### src/rtl/gin_multicast_network.sv
// Purpose: GLB->PE input network; one tagged word is multicast to every PE whose (YID,XID) matches its (tag_Y,tag_X).
// Latency: accept at edge t -> PE_valid at t+1; one word per cycle sustained when all targets are ready.
// Backpressure: single-entry buffer; GIN_ready = buffer empty or all remaining targets ready this cycle (comb PE_ready path).
module gin_multicast_network #(
    parameter int NUMS_PE_ROW = 6,
    parameter int NUMS_PE_COL = 8,
    parameter int DATA_BITS   = 32,
    parameter int XID_BITS    = 5,
    parameter int YID_BITS    = 4
) (
    input  logic                                         clk,
    input  logic                                         rst,
    input  logic                                         GIN_valid,
    output logic                                         GIN_ready,
    input  logic [DATA_BITS-1:0]                         GIN_data,
    input  logic [XID_BITS-1:0]                          tag_X,
    input  logic [YID_BITS-1:0]                          tag_Y,
    input  logic                                         set_XID,
    input  logic [XID_BITS-1:0]                          XID_scan_in,
    input  logic                                         set_YID,
    input  logic [YID_BITS-1:0]                          YID_scan_in,
    output logic [NUMS_PE_ROW*NUMS_PE_COL-1:0]           PE_valid,
    input  logic [NUMS_PE_ROW*NUMS_PE_COL-1:0]           PE_ready,
    output logic [DATA_BITS*NUMS_PE_ROW*NUMS_PE_COL-1:0] PE_data
);

    localparam int NUM_PE = NUMS_PE_ROW * NUMS_PE_COL;

    typedef enum logic {
        IDLE    = 1'b0,
        DELIVER = 1'b1
    } state_t;

    state_t                state;
    logic [NUM_PE-1:0]     mask;
    logic [DATA_BITS-1:0]  buf_data;
    logic [YID_BITS-1:0]   yid [NUMS_PE_ROW];
    logic [XID_BITS-1:0]   xid [NUM_PE];

    logic [NUM_PE-1:0]     match_mask;
    logic                  completion;
    logic                  accept;

    // Per-row ID chain: row 0 takes the scan input, every other row takes its predecessor.
    always_ff @(posedge clk or negedge rst) begin
        if (!rst) begin
            for (int r = 0; r < NUMS_PE_ROW; r++) yid[r] <= '0;
        end else if (set_YID) begin
            yid[0] <= YID_scan_in;
            for (int r = 1; r < NUMS_PE_ROW; r++) yid[r] <= yid[r-1];
        end
    end

    // Per-PE ID chain, row-major: PE 0 takes the scan input, PE p takes PE p-1.
    always_ff @(posedge clk or negedge rst) begin
        if (!rst) begin
            for (int p = 0; p < NUM_PE; p++) xid[p] <= '0;
        end else if (set_XID) begin
            xid[0] <= XID_scan_in;
            for (int p = 1; p < NUM_PE; p++) xid[p] <= xid[p-1];
        end
    end

    // Target set for the word on the GIN port, built from the IDs as they stand before any shift this cycle.
    always_comb begin
        match_mask = '0;
        for (int p = 0; p < NUM_PE; p++) begin
            match_mask[p] = (yid[p / NUMS_PE_COL] == tag_Y) && (xid[p] == tag_X);
        end
    end

    // The word retires when every target still owed the word is ready now (trivially true for zero targets).
    always_comb begin
        completion = (state == DELIVER) && ((mask & ~PE_ready) == '0);
        GIN_ready  = (state == IDLE) || completion;
        accept     = GIN_valid && GIN_ready;
    end

    // Buffer FSM: latch word and target mask on accept, retire served targets, free or reload on completion.
    always_ff @(posedge clk or negedge rst) begin
        if (!rst) begin
            state    <= IDLE;
            mask     <= '0;
            buf_data <= '0;
        end else begin
            case (state)
                IDLE: begin
                    if (accept) begin
                        state    <= DELIVER;
                        mask     <= match_mask;
                        buf_data <= GIN_data;
                    end
                end
                DELIVER: begin
                    if (accept) begin
                        mask     <= match_mask;
                        buf_data <= GIN_data;
                    end else if (completion) begin
                        state <= IDLE;
                        mask  <= '0;
                    end else begin
                        mask <= mask & ~PE_ready;
                    end
                end
                default: begin
                    state <= IDLE;
                    mask  <= '0;
                end
            endcase
        end
    end

    // mask is zero whenever the buffer is empty, so it drives PE_valid straight from flops.
    assign PE_valid = mask;
    assign PE_data  = {NUM_PE{buf_data}};

endmodule

### config.mk
export PLATFORM = sky130hd
export DESIGN_NAME = gin_multicast_network
export DESIGN_NICKNAME = d
export VERILOG_FILES = /design/src/rtl/gin_multicast_network.sv
export SDC_FILE = /design/constraint.sdc
export NUM_CORES = 1
export LEC_CHECK = 0
export CAP_MARGIN = 20
export CORE_AREA = 2 2 661 663
export CTS_CLUSTER_DIAMETER = 30
export CTS_CLUSTER_SIZE = 25
export DETAILED_ROUTE_END_ITERATION = 7
export DIE_AREA = 0 0 663 665
export PLACE_DENSITY_LB_ADDON = 0.05
export SLEW_MARGIN = 40
export SYNTH_ARGS = -nofsm -noshare
export SYNTH_HDL_FRONTEND = slang
export SYNTH_SLANG_ARGS = --single-unit
### constraint.sdc
create_clock -name clk -period 2.77 [get_ports clk]
set_clock_uncertainty 0.2 [all_clocks]
set_input_delay 0.4155 -clock clk [delete_from_list [all_inputs] [get_ports clk]]
set_output_delay 0.4155 -clock clk [all_outputs]
set_load 0.01 [all_outputs]
Word-level counts from Yosys, hierarchy flattened --
Cells that the tools add are included. Widths: inputs -> output; s select.
Operators by class: muxes and demuxes 9, bitwise operators 3, reductions and logical operators 52, equal/unequal tests 55
Operators with widths (number):
- $eq 5x5->1 | 48
- $mux 48 | 3
- $pmux 48 s2 | 1
- $logic_and 1x1->1 | 50
- $and 48x48->48 | 1
- $logic_not 48->1 | 1
- $not 48->48 | 1
- $mux 32 | 1
- $eq 4x4->1 | 6
- $mux 1 | 3
- $ne 2x2->1 const B | 1
- $pmux 1 s2 | 1
- $logic_or 1x1->1 | 1
- $not 1->1 | 1
Storage, ports and cells: register bits after elaboration 345, bits of input ports 103

Longest topological paths before layout --
word-level depth 8, depth in mapped cells 9, gate-level depth less buffers 6

Worst setup path after synthesis --
Ideal clock, no wire load.
kind reg-to-output, start reg mask[13] (netlist: PE_valid[13]), end out GIN_ready, slack 0.234 ns, cell stages (with the launch flop) 9, data arrival time 1.921 ns, path through dfrtp_1 -> nand2b_1 -> o2111ai_1 -> or4_1 -> clkbuf_1 -> o31a_1 -> buf_6 -> buf_2 -> inv_2
Between the ends: longest elaborated chain between the ends 4
RTL lines:
- from (decl) | RTL line 35 | logic [NUM_PE-1:0] mask;
- from (signal assigned) | RTL line 90 | mask <= match_mask;
- from (signal assigned) | RTL line 96 | mask <= match_mask;
- from (signal assigned) | RTL line 102 | mask <= mask & ~PE_ready;
- $and 48x48->48 | RTL line 74 | completion = (state == DELIVER) && ((mask & ~PE_ready) == '0);
- $logic_not 48->1 | RTL line 74
- $logic_and 1x1->1 | RTL line 74
- $logic_or 1x1->1 | RTL line 75 | GIN_ready = (state == IDLE) || completion;
- to (decl) | RTL line 14 | output logic GIN_ready,
No other way between the ends.

Worst setup path in the final report --
start reg mask[16] (netlist: PE_valid[16]), end out GIN_ready
The elaborated chain is that of the path after synthesis.

==> reports/metrics.yaml <==
status: "finished with violations"
failed_checks: "negative setup slack"
drc: 0
whs_ns: 0.0969
syn_area_per_cell_um2: 9.64
ys_async_sr_fraction_pct: 100
gr-total-overflow: 0
h-tree-depth: 4
crit_required_ns: 2.15
clk-insertion-delay-late_ns: 0.81
worst_slack_ns: -0.885
grt_pass1_wl_um: 281000
ir_drop_mv: 0.457
drt-initial-drc-count: 630
leakagePower_nw: 24.3
synth_area_leader_cell: "buf_4"
routed_wl_um: 225000
dieArea_um2: 441000
ys.flop_type: "dfrtp_1"
ys_top_cells_by_area: "buf_4, dfrtp_1, mux2_2"
worstMarginPinSlew_ns: 0.577
gr-usage-met2_pct: 17.4
grt_setup_unrepaired: "true"
syn-num-nets: 3069
fin_setup_tns_ns: -50.50
cts_buffers: 183
rows: 242
final_hold_viol_count: 0
syn_to_final_growth_pct: 85.4
post-dp-hpwl_um: 153000
first_global_vias: 23300
syn-instance-count: 2966
synth_edf_count: 0
antenna_found_initial: 79
path_class: "flop to output port"
hold_path_class: "input port to flop"
vias: 22100
drv_slew: 0
core_area_um2: 433000
finalPower_mw: 41.7
grtUsageMet3_pct: 2.52
cts_sinks: 345
arrival_ns: 3.04
tritoncts: "yes"
utilization_pct: 12.2
ant_nets: 0
port_buffers: 1687
power_density_nw_per_um2: 787
crit_path_start_kind: "flop"
ff2ff_setup_slack_ns: -0.71
synth_cell_types: 27
cts_buffer_depth: 4
critPathMaxFanout: 2
yosys_warnings: 0
die_w_um: 663
netlist.area_leader.share_pct: 39.5
setup_viol: 81
fmax_ghz: 0.274
dr.pass1.iters: 4
initial_core_util_pct: 6.60
period_minus_slack_ns: 3.66
die_h_um: 665
detail_route.wl_per_cell_um: 23.5
routabilityCongestion: 0.690
drive_above_1_share_pct: 30.4
synth_seq_cells: 345
yosysSeqAreaShare_pct: 30.2
grt_max_degree: 53
syn_area_um2: 28600
via_per_inst: 2.31
use_met1_pct: 11.8
clkTransAtPathRegs_ns: 0.04
root_buffer: "clkbuf_16"
io_pins: 1688
worst_setup_path_end_kind: "output port"
final_nets: 3797
maxSlewHeadroom_pct: 61.5
drv_cap: 0
period_share_pct: 132
grt-busiest-layer: "met2"
track_usage_pct: 9.74
## worst max-delay path: stages (launching register included)
cell       delay, ns
dfrtp_1         0.42
nand2b_1        0.16
o2111ai_4       0.20
buf_6           0.20
or4_4           0.66
o31a_4          0.36
inv_6           0.08
buf_12          0.11
## path summary, 6_finish.rpt
| kind | from | to | depth (start not counted) |
|---|---|---|---|
| worst min register to register | xid[135]$_DFFE_PN0P_ | xid[130]$_DFFE_PN0P_ | 1 |
| max in group asynchronous | rst | xid[7]$_DFFE_PN0P_ | 4 |
| worst max-delay path | PE_valid[16]$_DFFE_PN0P_ | GIN_ready | 7 |
| worst max register to register | PE_valid[16]$_DFFE_PN0P_ | buf_data[8]$_DFFE_PN0P_ | 13 |
| min in group asynchronous | rst | xid[140]$_DFFE_PN0P_ | 3 |
| worst min-delay path | GIN_data[19] | buf_data[19]$_DFFE_PN0P_ | 3 |
## metrics by stage
| step | setup slack, ns | instance area, um2 | instances |
|---|---|---|---|
| 2_1_floorplan | 0.234 | 28600 | 2966 |
| 3_3_place_gp | -1.42 | 43800 | 9021 |
| 3_5_place_dp | -1.43 | 43800 | 9021 |
| 4_1_cts | -1.03 | 52000 | 9518 |
| 5_1_grt | -1.02 | 52900 | 9545 |
| 6_report | -0.885 | 53000 | 9582 |
## final cells by class
class,count,area (um2)
antenna,39,97.6
clock buffer,290,5430
clock inverter,10,139
fill,49500,380000
tap,5734,7170
multi-input combinational,992,8640
timing repair buffer,2157,22700
inverter,15,66.3
sequential,345,8730
## state kept, by name, summed over array words and instances, names as in the netlist
name and count:
state 1, buf_data 32, yid 24, PE_valid 48, xid 240
## placed cells by master (no fill, tap or decap), drive strengths merged, types with 60 or more instances in the layout
master         Yosys  routed
dlygate4sd2        0     892
buf             1532     455
clkdlybuf4s50      0     429
clkbuf            82     364
dfrtp            345     345
mux2             264     264
dlymetal6s2s       0     199
xor2             168     168
nand2            101     101
xnor2             96      96
clkdlybuf4s15      0      72
nor3              60      60
## routing by layer
| layer | routed length, um | vias up |
|---|---|---|
| met4 | 3410 | 30 |
| met5 | 196 | - |
| met1 | 93800 | 11000 |
| met3 | 13300 | 246 |
| li1 | - | 9831 |
| met2 | 114000 | 1062 |
## power breakdown
part	total [mW]	switching [mW]	internal [mW]
logic	16.4	8.48	7.88
registers	7.44	1.24	6.20
clock network	17.9	4.94	13.0
## repair_timing
action	4_1_cts	5_1_grt
cloned	67	4
pin swaps	19	35
hold buffers	18	0
resized for setup	1230	449
setup endpoints to repair	1441	438
setup buffers	113	22
endpoints found under the hold margin	381	0
## cells by family (layout without fill, tap and decap cells)
logic type / Yosys count / count (layout) / synth area share, %
buffers and inverters: 1629 / 2472 / 41.3
multiplexers: 264 / 264 / 10.4
AND/OR/NAND/NOR: 291 / 291 / 4.91
other: 0 / 39 / 0
AO/OA/AOI/OAI: 173 / 173 / 5.14
XOR/XNOR: 264 / 264 / 8.08
flip-flops: 345 / 345 / 30.2
## synth_stat cells, types with 36 or more instances
cell / instances
nand4_1: 48
nand2b_1: 36
dfrtp_1: 345
a21oi_1: 48
xnor2_1: 96
nand2_1: 101
nor2_1: 37
mux2_2: 264
clkbuf_1: 82
buf_4: 1504
xor2_1: 168
nor3_1: 60
o31ai_2: 47
Note: power is estimated with default switching activity, not from simulation.
